File: src/rtl/gb_pkg.sv
// Shared definitions for the Game Boy video blocks: register addresses,
// OAM geometry and the DMA engine state encoding.
package gb_pkg;

  typedef enum logic [1:0] {DMA_IDLE, DMA_START, DMA_XFER} dma_state_t;

  localparam logic [6:0] REG_DMA   = 7'h46;
  localparam int         OAM_BYTES = 160;

  // E0-FF pages mirror C0-DF (echo RAM), so the DMA reads the real WRAM page.
  function automatic logic [7:0] echo_page(input logic [7:0] page);
    return (page >= 8'hE0) ? page - 8'h20 : page;
  endfunction

endpackage

File: src/rtl/oam_dma.sv
// OAM DMA engine: a write to FF46 copies NUM_BYTES bytes from {page,00}
// into OAM, one byte per CYCLES_PER_BYTE clocks, after START_DELAY idle clocks.
module oam_dma
  import gb_pkg::*;
#(
  parameter int NUM_BYTES       = OAM_BYTES,
  parameter int CYCLES_PER_BYTE = 4,
  parameter int START_DELAY     = 4
) (
  input  logic        clk,
  input  logic        reset_n,
  input  logic [6:0]  ctrl_addr,
  input  logic        ctrl_enable,
  input  logic        ctrl_write,
  input  logic [7:0]  ctrl_data_in,
  output logic [7:0]  ctrl_data_out,
  output logic [15:0] src_addr,
  output logic        src_enable,
  input  logic [7:0]  src_data_in,
  output logic [7:0]  oam_addr,
  output logic        oam_enable,
  output logic        oam_write,
  output logic [7:0]  oam_data_out,
  output logic        oam_busy
);

  localparam int PW = $clog2(CYCLES_PER_BYTE);
  localparam int CW = $clog2(START_DELAY + 1);
  localparam logic [7:0]    LAST_IDX  = 8'(NUM_BYTES - 1);
  localparam logic [PW-1:0] LAST_PH   = PW'(CYCLES_PER_BYTE - 1);
  localparam logic [CW-1:0] LAST_WAIT = CW'(START_DELAY - 1);

  dma_state_t    state;
  logic [7:0]    reg_dma;
  logic [7:0]    page;
  logic [7:0]    idx;
  logic [PW-1:0] phase;
  logic [CW-1:0] cnt;
  logic          dma_wr;

  assign dma_wr = ctrl_enable & ctrl_write & (ctrl_addr == REG_DMA);

  always_ff @(posedge clk or negedge reset_n) begin
    if (!reset_n) begin
      state         <= DMA_IDLE;
      reg_dma       <= 8'hFF;
      ctrl_data_out <= 8'hFF;
      page          <= 8'h00;
      idx           <= 8'h00;
      phase         <= '0;
      cnt           <= '0;
    end else begin
      if (ctrl_enable && !ctrl_write)
        ctrl_data_out <= (ctrl_addr == REG_DMA) ? reg_dma : 8'hFF;

      // A write always (re)starts from entry 0, even mid-transfer.
      if (dma_wr) begin
        reg_dma <= ctrl_data_in;
        page    <= echo_page(ctrl_data_in);
        state   <= DMA_START;
        cnt     <= '0;
        idx     <= 8'h00;
        phase   <= '0;
      end else begin
        case (state)
          DMA_START: begin
            if (cnt == LAST_WAIT) state <= DMA_XFER;
            else                  cnt   <= cnt + 1'b1;
          end
          DMA_XFER: begin
            if (phase == LAST_PH) begin
              // idx is left at the last entry so oam_addr/src_addr hold when idle.
              if (idx == LAST_IDX) begin
                state <= DMA_IDLE;
              end else begin
                idx   <= idx + 8'd1;
                phase <= '0;
              end
            end else begin
              phase <= phase + 1'b1;
            end
          end
          default: ;
        endcase
      end
    end
  end

  assign src_enable   = (state == DMA_XFER) && (phase == '0);
  assign src_addr     = {page, idx};
  assign oam_enable   = (state == DMA_XFER) && (phase == PW'(1));
  assign oam_write    = oam_enable;
  assign oam_addr     = idx;
  assign oam_data_out = src_data_in;
  assign oam_busy     = (state != DMA_IDLE);

endmodule

File: config.mk
export PLATFORM = sky130hd
export DESIGN_NAME = oam_dma
export DESIGN_NICKNAME = d
export VERILOG_FILES = /design/src/rtl/gb_pkg.sv /design/src/rtl/oam_dma.sv
export SDC_FILE = /design/constraint.sdc
export NUM_CORES = 1
export LEC_CHECK = 0
export CORE_UTILIZATION = 49
export DETAILED_ROUTE_END_ITERATION = 12
export MAX_ROUTING_LAYER = met4
export PLACE_DENSITY = 0.93
export SKIP_CTS_REPAIR_TIMING = 1
export SYNTH_ARGS = -nofsm -noshare
export SYNTH_HDL_FRONTEND = slang
export SYNTH_SLANG_ARGS = --single-unit
File: constraint.sdc
create_clock -name clk -period 2.75 [get_ports clk]
set_input_delay 0.4125 -clock clk [delete_from_list [all_inputs] [get_ports clk]]
set_output_delay 0.4125 -clock clk [all_outputs]
set_load 0.005 [all_outputs]
## Yosys cells after proc, flatten, opt, wreduce, memory -nomap -nowiden

Cells that the tools add are included.

| word-level totals | value |
|---|---|
| bits in registers | 39 |
| input port bits | 27 |
| output and inout port bits | 44 |
| word-level logic and storage cells | 59 |

| cells by class | value |
|---|---|
| add/sub/neg operators | 4 |
| $lt $le $gt $ge | 1 |
| eq/ne operators | 13 |
| muxes and demuxes | 18 |
| bitwise logic cells | 2 |
| reduce and logical (&&, ||, !) cells | 14 |

Operators with widths:

| kind | number |
|---|---|
| $mux 8 | 6 |
| $mux 2 | 8 |
| $ne 3x3->1 const B | 4 |
| $mux 3 | 3 |
| $add 8x1->8 const B | 1 |
| $eq 8x8->1 const B | 1 |
| $ge 8x8->1 const B | 1 |
| $reduce_bool 2->1 | 4 |
| $sub 8x6->8 const B | 1 |
| $eq 7x7->1 const B | 1 |
| $eq 2x1->1 const B | 2 |
| $eq 2x2->1 const B | 2 |
| $ne 2x2->1 const B | 2 |
| $pmux 2 s2 | 1 |
| $reduce_and 2->1 | 2 |
| $reduce_and 4->1 | 1 |
| $add 3x1->3 const B | 1 |
| $eq 3x2->1 const B | 1 |
| $logic_and 1x1->1 | 3 |
| $reduce_and 3->1 | 1 |
| $reduce_bool 3->1 | 1 |
| $add 2x1->2 const B | 1 |
| $and 1x1->1 | 2 |
| $logic_not 2->1 | 1 |
| $logic_not 1->1 | 1 |

## Longest topological paths before layout

| depth | value |
|---|---|
| depth in word-level cells | 5 |
| gate-level depth with buffers | 7 |
| depth with buffers taken out | 6 |

## Worst setup path before layout

No wires, ideal clock.

| timing path | value |
|---|---|
| kind | in2reg |
| start point | input port ctrl_addr[4] |
| end point | register page[2] |
| setup time | 125 ps |
| data arrival time | 1,518 ps |
| data required time | 2,625 ps |
| path slack | 1,107 ps |
| stages | 4 |
| path buffers | 1 |
| cell sequence | nand4bb_4 nor4_4 buf_8 mux2_4 |

| between the ends | value |
|---|---|
| word-level cells in the longest chain between the ends | 2 |

Ends and longest elaborated chain:

| item | RTL line | text |
|---|---|---|
| start, declared | oam_dma.sv:12 | `input logic [6:0] ctrl_addr,` |
| $eq 7x7->1 | oam_dma.sv:41 | `assign dma_wr = ctrl_enable & ctrl_write & (ctrl_addr == REG_DMA);` |
| $and 1x1->1 | oam_dma.sv:41 |  |
| end signal, assigned | oam_dma.sv:59 | `page <= echo_page(ctrl_data_in);` |
| end, declared | oam_dma.sv:35 | `logic [7:0] page;` |

No other way between the ends.
A chain may end at the register's enable or synchronous reset.

## Worst setup path in the final report

| timing path | value |
|---|---|
| start point | register state[1] |
| end point | output port oam_write |

| between the ends | value |
|---|---|
| word-level cells in the longest chain between the ends | 2 |

Ends and longest elaborated chain:

| item | RTL line | text |
|---|---|---|
| start, declared | oam_dma.sv:33 | `dma_state_t state;` |
| start signal, assigned | oam_dma.sv:45 | `state <= DMA_IDLE;` |
| start signal, assigned | oam_dma.sv:60 | `state <= DMA_START;` |
| start signal, assigned | oam_dma.sv:67 | `if (cnt == LAST_WAIT) state <= DMA_XFER;` |
| $eq 2x2->1 | oam_dma.sv:91 | `assign oam_enable = (state == DMA_XFER) && (phase == PW'(1));` |
| $logic_and 1x1->1 | oam_dma.sv:91 |  |
| end, declared | oam_dma.sv:22 | `output logic oam_write,` |

No other way between the ends.

==> results.json <==
{
  "outcome": "finished clean",
  "die_h_um": 66.9,
  "crit_type": "reg2out",
  "io_pins": 71,
  "maxCapViolCount": 0,
  "grt_max_degree": 40,
  "gp_congestion": 0.737,
  "grt_pass1_vias": 1242,
  "num_rows": 23,
  "power_density_mw_per_mm2": 729,
  "min_period_ns": 2.11,
  "ctsHtreeMaxLevel": 2,
  "synthFlopType": "dfrtp_1",
  "start_util": 0.511,
  "placed_area_mm2": 0.00250,
  "yosysMostFrequentCell": "dfrtp_1",
  "grt_use_total": 0.185,
  "antennaDiodeCount": 0,
  "synth_edf_count": 0,
  "power_mw": 1.89,
  "end_kind": "output pin",
  "antenna_found_initial": 0,
  "peakVddDrop_mv": 0.377,
  "min-delay-path-class": "in2async",
  "synth_area_per_cell_um2": 12.3,
  "wl_per_cell_um": 13.9,
  "startpoint_type": "register",
  "drtIter0Drc": 115,
  "yosysUniqueCellTypes": 40,
  "die-area_mm2": 0.00447,
  "rsz0062_at_grt": "no",
  "synth_top_area_cell": "dfrtp_1",
  "seq_area_frac_synth": 0.483,
  "final_nets": 242,
  "whs_ns": 0.230,
  "fmax_mhz": 475,
  "fin_crit_sh": 0.766,
  "finalWirelength_um": 3610,
  "die_w_um": 66.9,
  "max_slew.worst_pin.slew_ns": 0.848,
  "synth_top_area_share": 0.279,
  "setup_ws_ns": 0.643,
  "syn_nets": 202,
  "synth_area_leaders": "dfrtp_1 28%, dfstp_2 20%, mux2_4 9.5%, buf_4 6.2%, ha_1 4.3%",
  "cts_max_path_buffers": 2,
  "critPathRequiredTime_ns": 2.34,
  "cts_sinks": 39,
  "core_mm2": 0.00403,
  "tns_ns": 0,
  "postLayoutCellArea_mm2": 0.00259,
  "grt_pass1_wl_um": 5950,
  "preCtsSetupSlack_ns": 0.493,
  "drcViolationCount": 0,
  "drive_gt1_frac": 0.230,
  "clkLatencyLatePin_ns": 0.29,
  "relSlewSlack": 0.435,
  "vias": 1331,
  "clock_skew_ns": 0.0107,
  "async_flop_share": 1.00,
  "yosys_warnings": 0,
  "syn2layout_area_growth_pct": 25.7,
  "hpwl_um": 2460,
  "io_buffers": 54,
  "finalMaxSlewViolations": 0,
  "firstDrtPassIters": 4,
  "leakage_nw": 1.06,
  "finalSetupViolCount": 0,
  "cts.clk_slew.worst_paths_ns": 0.08,
  "syn_area_mm2": 0.00206,
  "overflow": 0,
  "cts_tree": "yes",
  "vias_per_cell": 5.14,
  "finalHoldViolCount": 0,
  "root_buffer": "clkbuf_8",
  "ys_ff_latch": 39,
  "synthCells": 168,
  "ant_nets": 0,
  "critPathMaxFanout": 6,
  "arrival_ns": 1.69,
  "synthTopCellsByCount": "23 x dfrtp_1, 17 x buf_4, 16 x dfstp_2",
  "cts_buffers": 5
}
==> cell type report <==
class / instances / area [um^2]
well taps: 50 / 62.6
repair buffers: 56 / 551
clock buffers: 7 / 86.3
flip-flops and latches: 39 / 996
fillers: 333 / 1440
multi-input cells: 96 / 850
inverters: 10 / 37.5
clock inverters: 1 / 8.76
==> report_power, final <==
group | internal, mW | switching (mW) | total (mW)
sequential | 0.689 | 0.135 | 0.823
clock | 0.206 | 0.202 | 0.407
combinational | 0.390 | 0.268 | 0.658
==> layout by cell type (no fill, tap or decap), types with 2 or more instances in the layout <==
cell             synthesis  final
clkdlybuf4s50_1          0     53
dfrtp_1                 23     23
dfstp_2                 16     16
mux2_4                  13     13
nor2_1                  13     13
inv_1                   10     10
o22a_1                   8      8
nand3_1                  7      7
ha_1                     7      7
xnor2_1                  6      6
clkbuf_8                 0      6
nand2_1                  5      5
a21oi_1                  4      4
o21ai_0                  3      3
mux2i_1                  3      3
a211oi_1                 3      3
nor2b_1                  2      2
and2_1                   2      2
mux2_2                   2      2
buf_4                   17      2
==> layer usage <==
layer | vias up | wire, um | global-route usage
li1 | 646 | - | -
met1 | 635 | 1670 | 0.234
met2 | 46 | 1710 | 0.288
met3 | 4 | 207 | 0.0565
met4 | 0 | 15 | 0.0505
met5 | - | 0 | -
==> cells by family after synthesis <==
kind of cell	count (synthesis)	share of synthesized area
and+or+nand+nor	41	0.126
adders and majority gates	7	0.0425
DFF	39	0.483
xor gates and xnor gates	7	0.0298
muxes	18	0.120
AOI/OAI and AO/OA	23	0.0935
buffers and inverters	33	0.104
==> final timing paths <==
kind	start	end	depth (start not counted)	slack [ns]
worst min-delay path	reset_n	oam_addr[5]	1	0.23
worst max-delay path	state[1]	oam_write	3	0.64
min in group clk	page[0]	page[0]	1	0.52
max in group asynchronous	reset_n	oam_addr[6]	1	1.99
worst max register to register	oam_addr[0]	phase[1]	5	1.06
worst min register to register	page[0]	page[0]	1	0.52
==> critical path: stages (launching register included) <==
cell,delay [ns]
dfrtp_1,0.46
nor2b_1,0.28
and2_1,0.18
clkdlybuf4s50_1,0.50
==> metrics by stage <==
step	std cells	utilization
finish	259	0.643
global route	259	0.643
CTS	259	0.643
detailed placement	251	0.620
global placement	251	0.620
floorplan	168	-
==> registers in the layout, indices dropped and copies added, names as in the netlist <==
register / count
ctrl_data_out: 8
reg_dma: 8
oam_addr: 8
state: 2
phase: 2
page: 8
cnt: 3
(Power assumes the default switching activity.)
